$ cat src/rtl/layer_header_fetch.sv
// ============================================================================
// Module      : layer_header_fetch
// Description : Fetches eight 16-bit RAM words per layer into a 128-bit
//               header and presents each header to the ALU with a handshake.
// Revision    : 1.0 - initial release
// ============================================================================
`default_nettype none

module layer_header_fetch #(
    parameter logic [25:0] HEADER_BASE = 26'd0
) (
    input  logic         clk,
    input  logic         reset,
    input  logic         start,
    input  logic [7:0]   numLayers,
    output logic [25:0]  ramAddr,
    output logic         readRamEn,
    input  logic [15:0]  ramData,
    input  logic         ramDataValid,
    output logic [127:0] header,
    output logic [7:0]   layerID,
    output logic         headerValid,
    input  logic         headerReady,
    output logic         busy,
    output logic         done
);

    typedef enum logic [2:0] {
        S_IDLE    = 3'd0,
        S_ISSUE   = 3'd1,
        S_WAIT    = 3'd2,
        S_PRESENT = 3'd3,
        S_FINISH  = 3'd4
    } state_t;

    localparam logic [2:0] C_LAST_WORD = 3'd7;

    state_t         state_q, state_d;
    logic [7:0]     layer_q, layer_d;
    logic [2:0]     word_q,  word_d;
    logic [7:0]     num_q,   num_d;
    logic [127:0]   header_q, header_d;
    logic [25:0]    w_addr;

    // Address arithmetic is 26 bits wide so the sum wraps naturally.
    assign w_addr = HEADER_BASE + {15'd0, layer_q, 3'b000} + {23'd0, word_q};

    always_ff @(posedge clk) begin
        if (reset) begin
            state_q  <= S_IDLE;
            layer_q  <= 8'd0;
            word_q   <= 3'd0;
            num_q    <= 8'd0;
            header_q <= 128'd0;
        end else begin
            state_q  <= state_d;
            layer_q  <= layer_d;
            word_q   <= word_d;
            num_q    <= num_d;
            header_q <= header_d;
        end
    end

    always_comb begin
        state_d  = state_q;
        layer_d  = layer_q;
        word_d   = word_q;
        num_d    = num_q;
        header_d = header_q;
        case (state_q)
            S_IDLE: begin
                if (start) begin
                    num_d   = numLayers;
                    layer_d = 8'd0;
                    word_d  = 3'd0;
                    state_d = (numLayers != 8'd0) ? S_ISSUE : S_FINISH;
                end
            end
            S_ISSUE: state_d = S_WAIT;
            S_WAIT: begin
                if (ramDataValid) begin
                    // Shift-left assembly leaves word 0 in the top 16 bits.
                    header_d = {header_q[111:0], ramData};
                    if (word_q == C_LAST_WORD) begin
                        state_d = S_PRESENT;
                    end else begin
                        word_d  = word_q + 3'd1;
                        state_d = S_ISSUE;
                    end
                end
            end
            S_PRESENT: begin
                if (headerReady) begin
                    if (layer_q == num_q - 8'd1) begin
                        state_d = S_FINISH;
                    end else begin
                        layer_d = layer_q + 8'd1;
                        word_d  = 3'd0;
                        state_d = S_ISSUE;
                    end
                end
            end
            S_FINISH: state_d = S_IDLE;
            default:  state_d = S_IDLE;
        endcase
    end

    assign readRamEn   = (state_q == S_ISSUE);
    assign ramAddr     = readRamEn ? w_addr : 26'd0;
    assign headerValid = (state_q == S_PRESENT);
    assign busy        = (state_q != S_IDLE);
    assign done        = (state_q == S_FINISH);
    assign header      = header_q;
    assign layerID     = layer_q;

endmodule

`default_nettype wire

$ cat config.mk
export PLATFORM = sky130hd
export DESIGN_NAME = layer_header_fetch
export DESIGN_NICKNAME = d
export VERILOG_FILES = /design/src/rtl/layer_header_fetch.sv
export SDC_FILE = /design/constraint.sdc
export NUM_CORES = 1
export LEC_CHECK = 0
export BUFFER_PORTS_ARGS = -buffer_cell sky130_fd_sc_hd__clkbuf_2
export CAP_MARGIN = 20
export CORE_ASPECT_RATIO = 0.5
export CORE_UTILIZATION = 40
export DETAILED_ROUTE_END_ITERATION = 6
export MAX_ROUTING_LAYER = met4
export PLACE_DENSITY_LB_ADDON = 0.08
export SYNTH_ARGS = -nofsm -noshare
export SYNTH_HDL_FRONTEND = slang
export SYNTH_SLANG_ARGS = --single-unit
$ cat constraint.sdc
create_clock -name clk -period 2.9 [get_ports clk]
set_input_delay 0.58 -clock clk [delete_from_list [all_inputs] [get_ports clk]]
set_output_delay 0.58 -clock clk [all_outputs]
set_load 0.02 [all_outputs]
* Word level (Yosys, flattened, before mapping)
Cells that the tools add are included.
** Word-level totals
- Bits in registers :: 150
- Latch bits :: 0
- Memory bits (writable) :: 0
- Memory bits (read-only) :: 0
- Input bits :: 29
- Output and inout port bits :: 166
- Word-level logic and storage cells :: 48
- Memories kept :: 0
** Operators by class
- $add $sub $neg :: 4
- Multiply operators :: 0
- Divide/modulo/power cells :: 0
- Magnitude comparators :: 0
- Equal/unequal tests :: 11
- Shifts and indexed selects :: 0
- Multiplexer cells :: 18
- Bitwise logic cells :: 0
- Reductions and logical operators :: 10
** Operators with widths (number)
- 3-bit 2-to-1 mux :: 10
- 8-bit 2-to-1 mux :: 3
- 8-bit one-hot mux with 2 select lines :: 1
- 11-bit by 3-bit adder with 12-bit output :: 1
- 12-bit 2-to-1 mux :: 1
- 3-bit one-hot mux with 4 select lines :: 1
- 3-bit one-hot mux with 3 select lines :: 1
- 8-bit by 1-bit adder with 8-bit output (second input constant) :: 1
- 8-bit == test :: 1
- 2-bit != test (second input constant) :: 4
- 8-bit nonzero test :: 1
- 8-bit by 1-bit subtractor with 8-bit output (second input constant) :: 1
- 3-bit by 2-bit == test with 1-bit output (second input constant) :: 2
- 3-bit == test (second input constant) :: 2
- 6-bit AND reduction :: 1
- 3-bit nonzero test :: 2
- 2-bit AND reduction :: 2
- 4-bit AND reduction :: 1
- 3-bit by 1-bit adder with 3-bit output (second input constant) :: 1
- 3-bit by 1-bit == test with 1-bit output (second input constant) :: 1
- 3-bit logical NOT :: 1
- 3-bit AND reduction :: 1
- 2-bit 2-to-1 mux :: 1
- 2-bit by 1-bit != test with 1-bit output (second input constant) :: 1
- 2-bit nonzero test :: 1

* Logic depth before layout (Yosys ltp)
- Word-level depth :: 5
- Mapped depth :: 9
- Mapped depth without buffers :: 8

* Least setup slack after synthesis
Ideal clock, no wire load.
- Kind :: register to register
- Start point :: register num_q[0]
- End point :: register word_q[1]
- Library setup time :: 0.132 ns
- Data arrival time :: 2.180 ns
- Required time :: 2.768 ns
- Setup slack :: 0.588 ns
- Stages on the path, launching flop included :: 10
- Path buffers :: 1
- Clock period less this slack :: 2.312 ns
- Path through :: dfxtp_1 > buf_2 > inv_1 > ha_1 > o21bai_1 > a2111oi_0 > a311oi_2 > a2111oi_2 > or3_2 > a21oi_1
** On the way
- Word-level cells in the longest chain between the ends :: 4
** RTL lines
- from (decl) :: line 41 : logic [7:0] num_q, num_d;
- from (signal assigned) :: line 59 : num_q <= num_d;
- 8-bit by 1-bit subtractor with 8-bit output :: line 94 : if (layer_q == num_q - 8'd1) begin
- 8-bit == test :: line 94
- 2-bit != test (no source line)
- 6-bit AND reduction (no source line)
- to (signal assigned) :: line 58 : word_q <= word_d;
- to (decl) :: line 40 : logic [2:0] word_q, word_d;
No other way between the ends.
A chain may end at the register's enable or synchronous reset.

* Final worst setup path
- Start point :: register num_q[0]
- End point :: register word_q[2]
The elaborated chain is that of the path after synthesis.

==> flow_results.org <==
** Outcome
- Result of the run :: completed

** Drt
- In the final routed layout, each cell accounts on average for 14.4 um.
- TritonRoute pass-1 iters :: 4
- Number of vias in the routed layout :: ~5600
- Number of nets with antenna violations after detailed routing :: 0
- After detailed routing, the total wire length is about 16000 um.
- In the routed design, unresolved DRC markers number 0.
- Iter 0 DRT Violations :: about 350
- Routed via count divided by cell count :: a little under 5

** Synthesis
- Proportion of register bits with asynchronous set or reset after synthesis :: 0%
- Part of the Yosys area used for sequential elements :: approximately half
- Number of unique standard cell types used by synthesis :: between 40 and 50
- Top_reg_cell synth :: sky130_fd_sc_hd__dfxtp_1
- Synthesis produced a little under 800 cells.
- EDFF count, synth :: 0
- Yosys warning count :: 0
- Flop and latch count out of synthesis :: 150
- The average instance in the mapped netlist occupies about 7.7 um^2.
- Total standard cell area after synthesis :: about 0.0060 mm^2

** Layout
- Synthesis-to-layout area growth :: 26.7%
- The repair_antennas step left the layout with diodes totalling 0.
- Highest-count cells in the layout ignoring fill and taps :: 289 x sky130_fd_sc_hd__nand2_1, 178 x sky130_fd_sc_hd__clkbuf_2, 150 x sky130_fd_sc_hd__dfxtp_1, 145 x sky130_fd_sc_hd__a21oi_1, 17 x sky130_fd_sc_hd__clkbuf_16
- The library cell used most frequently in the layout, excluding fill and tap cells, is sky130_fd_sc_hd__nand2_1.
- Once layout is done, the placed cells without fillers occupy ~0.0076 mm^2.
- Number of fillers in the final layout :: between 1000 and 1500
- The net count of the finished layout is about 960.
- In the final layout, the share of cells above drive strength 1 is approximately a quarter.

** GRT
- Global routing used a little over a fifth of the available tracks across all layers.
- Global routing consumed, on the met1 layer, between 20 and 30% of the routing resources.
- In the global route stage, met2 resource usage came out at roughly a third.
- In this run the most used layer during global routing was met2.
- Initial antenna violation count :: 0
- Met3 usage in global routing :: about 6.4%
- Sum of overflow across all layers after global routing :: 0
- First-pass GRT wire length :: between 20000 and 30000 um
- Via count of the first global-routing pass :: 5019
- Maximum number of pins on one net before global-route repair :: 97

** Critical path
- The worst setup path is launched from a flip-flop.
- Across all register-to-register paths, the minimum setup slack is approximately 0.29 ns.
- Worst path slowest cell :: sky130_fd_sc_hd__a2111oi_0
- Endpoint class of the critical path :: flip-flop
- Crit path buf inv count :: 1
- In this design, the largest share of critical-path delay is due to compound AO/OA/AOI/OAI gates.
- The critical path goes through inv_1 -> ha_1 -> o21bai_1 -> a2111oi_0 -> a311oi_2 -> a2111oi_4 -> o21ai_0 -> a21oi_1.
- The worst setup path is of the reg -> reg kind.
- In this design, the stage delay of the slowest critical-path cell is between 0.5 and 0.6 ns.
- STA puts the critical path data required time at between 3 and 4 ns.
- Critical-path maximum fanout :: 7
- Arrival time of the worst setup path :: just under 3 ns

** STA
- Highest Clock Rate :: between 0.3 and 0.4 GHz
- Setup violations remaining at the end of the flow were counted as 0.
- In the finished design, the share of the clock period the worst path needs comes to approximately 90%.
- RSZ-0062 raised after global routing :: no
- The number of max-slew violations in the final report came to 0.
- The worst pin sits at a relative slew slack of between 50% and 60%.
- The hold violation total from the final report is 0.
- Worst hold slack across all endpoints :: about 0.38 ns
- Between clock sinks in the finished design, the worst skew comes to about 0.011 ns.
- Shortest period the worst path allows :: approximately 2.6 ns
- Summed over all failing endpoints, the final setup total negative slack is 0 ns.
- Transition time at the pin with the least slew margin :: a little over 0.7 ns

** Placement
- After detailed placement, the total cell area comes to around 0.0070 mm^2.
- Input and output buffers added on the ports amount to approximately 180.
- Detailed-placement wirelength estimate :: between 10000 and 15000 um
- The congestion estimate from routability-driven global placement came to just under 0.9.

** Min path
- Path class of the lowest-slack min-delay path :: in -> reg

** CTS
- TritonCTS clock tree :: built
- H-tree depth :: 4
- Clock latency on the worst-skew pair :: between 0.4 and 0.5 ns
- CTS saw 150 sinks.
- Counting the buffers created by CTS gives 17.
- Post CTS Setup Buffer Count :: 0
- Reg clk slew, reported paths :: 0.07 ns
- Root Buffer :: sky130_fd_sc_hd__clkbuf_16
- Number of buffers on the longest clock path :: 2

** Power
- Summing internal, switching and leakage power gives 4.90 mW.
- Worst supply voltage drop on vdd :: ~0.35 mV
- Power Dens Cells :: 640 mW/mm^2
- Share of power burned in the clock network :: 48.2%
- Sw frac :: between 20% and 30%
- In this run, the combinational gates consume between 8 and 9% of the power.
- Cell internal power was estimated by the tool at approximately 3.6 mW.
- Switching Power :: ~1.3 mW
- Leakage dissipation :: between 3 and 4 nW
- Sequential cells burn a little over two fifths of the power.

** Die
- The region available for standard cell placement spans about 0.015 mm^2.
- The die covers about 0.016 mm^2.
- # rows :: 31
- between 150 and 200 I/O pins were placed.
- Effective utilization at floorplan :: 41.4%
- The die is between 80 and 90 um tall.
- The floorplan step set the die width to 176 um.

** Job
- Max-cap violations :: 0
==> stage by stage <==
stage          worst slack (ns)  cells  utilization [%]
4_1_cts                   0.165   1142             52.3
3_5_place_dp              0.160   1110             48.0
5_1_grt                   0.120   1142             52.4
2_1_floorplan             0.588    795                -
3_3_place_gp              0.330   1110             48.0
6_report                  0.288   1142             52.4
==> cell usage after synthesis (all sizes together) (2+ instances only) <==
| library cell | instances | area share (%) |
|---|---|---|
| nor3 | 8 | 0.66 |
| a2111oi | 2 | 0.39 |
| mux2i | 7 | 1.2 |
| a21oi | 145 | 12 |
| clkbuf | 47 | 2.9 |
| o211ai | 6 | 0.75 |
| nand3 | 5 | 0.41 |
| nor4 | 3 | 0.56 |
| or3 | 8 | 0.87 |
| nand4 | 2 | 0.21 |
| nand2 | 290 | 18 |
| nand2b | 2 | 0.21 |
| and2 | 16 | 1.7 |
| a211oi | 5 | 0.62 |
| o21ai | 6 | 0.50 |
| xnor2 | 6 | 0.87 |
| a21o | 2 | 0.25 |
| inv | 6 | 0.37 |
| dfxtp | 150 | 50 |
| nor2 | 12 | 0.75 |
| xor2 | 3 | 0.44 |
| buf | 28 | 3.2 |
| nor3b | 2 | 0.25 |
| ha | 4 | 0.83 |
| a211o | 3 | 0.46 |
==> logic make-up (layout without fill, tap and decap cells) <==
| kind of cell | count (synthesis) | after routing | share of synthesized area, % |
|---|---|---|---|
| AOI/OAI and AO/OA | 177 | 177 | 16.2 |
| xor gates and xnor gates | 9 | 9 | 1.31 |
| and+or+nand+nor | 352 | 352 | 24.1 |
| muxes | 7 | 7 | 1.16 |
| DFF | 150 | 150 | 49.8 |
| buffers and inverters | 81 | 230 | 6.53 |
| adders and majority gates | 4 | 4 | 0.830 |
| other | 1 | 15 | 0.0622 |
==> sequential cells by signal, indices dropped and copies added (netlist names) <==
name / cells
header: 128
state_q: 3
num_q: 8
layerID: 8
word_q: 3
==> cell type report <==
class,count,area [um^2],area share (%)
timing repair buffer,192,1030,13.5
multi-input combinational,564,2710,35.5
tap,198,248,3.24
inverter,6,22.5,0.295
clock inverter,14,188,2.46
clock buffer,18,439,5.75
sequential,150,3000,39.3
==> path summary, 6_finish.rpt <==
| kind | from | end | cells past startpoint |
|---|---|---|---|
| max reg2reg | num_q[0]$_SDFFE_PP0P_ | word_q[2]$_SDFFE_PP0P_ | 8 |
| min | ramData[8] | header[8]$_SDFFE_PP0P_ | 3 |
| max | num_q[0]$_SDFFE_PP0P_ | word_q[2]$_SDFFE_PP0P_ | 8 |
| min reg2reg | header[118]$_SDFFE_PP0P_ | header[118]$_SDFFE_PP0P_ | 2 |
==> routing by layer <==
metal  up-vias  part of all wire, %
met3        15                  6.3
met4         0                  1.2
li1       2843                    -
met5         -                    0
met1      2547                   47
met2       146                   46
==> repair_timing <==
action | in CTS | in global routing
setup endpoints to repair | 0 | 2
hold buffers | 0 | 0
gates resized for setup | 0 | 1
==> worst reg2reg max path, delay by kind of cell, from the launching register on <==
family                     cells  cell delay (ns)
buffers and inverters          1             0.07
adders and majority gates      1             0.28
DFF                            1             0.44
AOI/OAI and AO/OA              6             1.75
==> power groups by stage <==
stage / registers [mW] / logic [mW] / clock network (mW)
floorplan: 2.16 / 0.310 / 0
global placement: 2.17 / 0.410 / 0
detailed placement: 2.17 / 0.411 / 0
CTS: 2.12 / 0.413 / 2.41
global route: 2.12 / 0.459 / 2.50
finish: 2.12 / 0.416 / 2.36
Note: power is estimated with default switching activity, not from simulation.
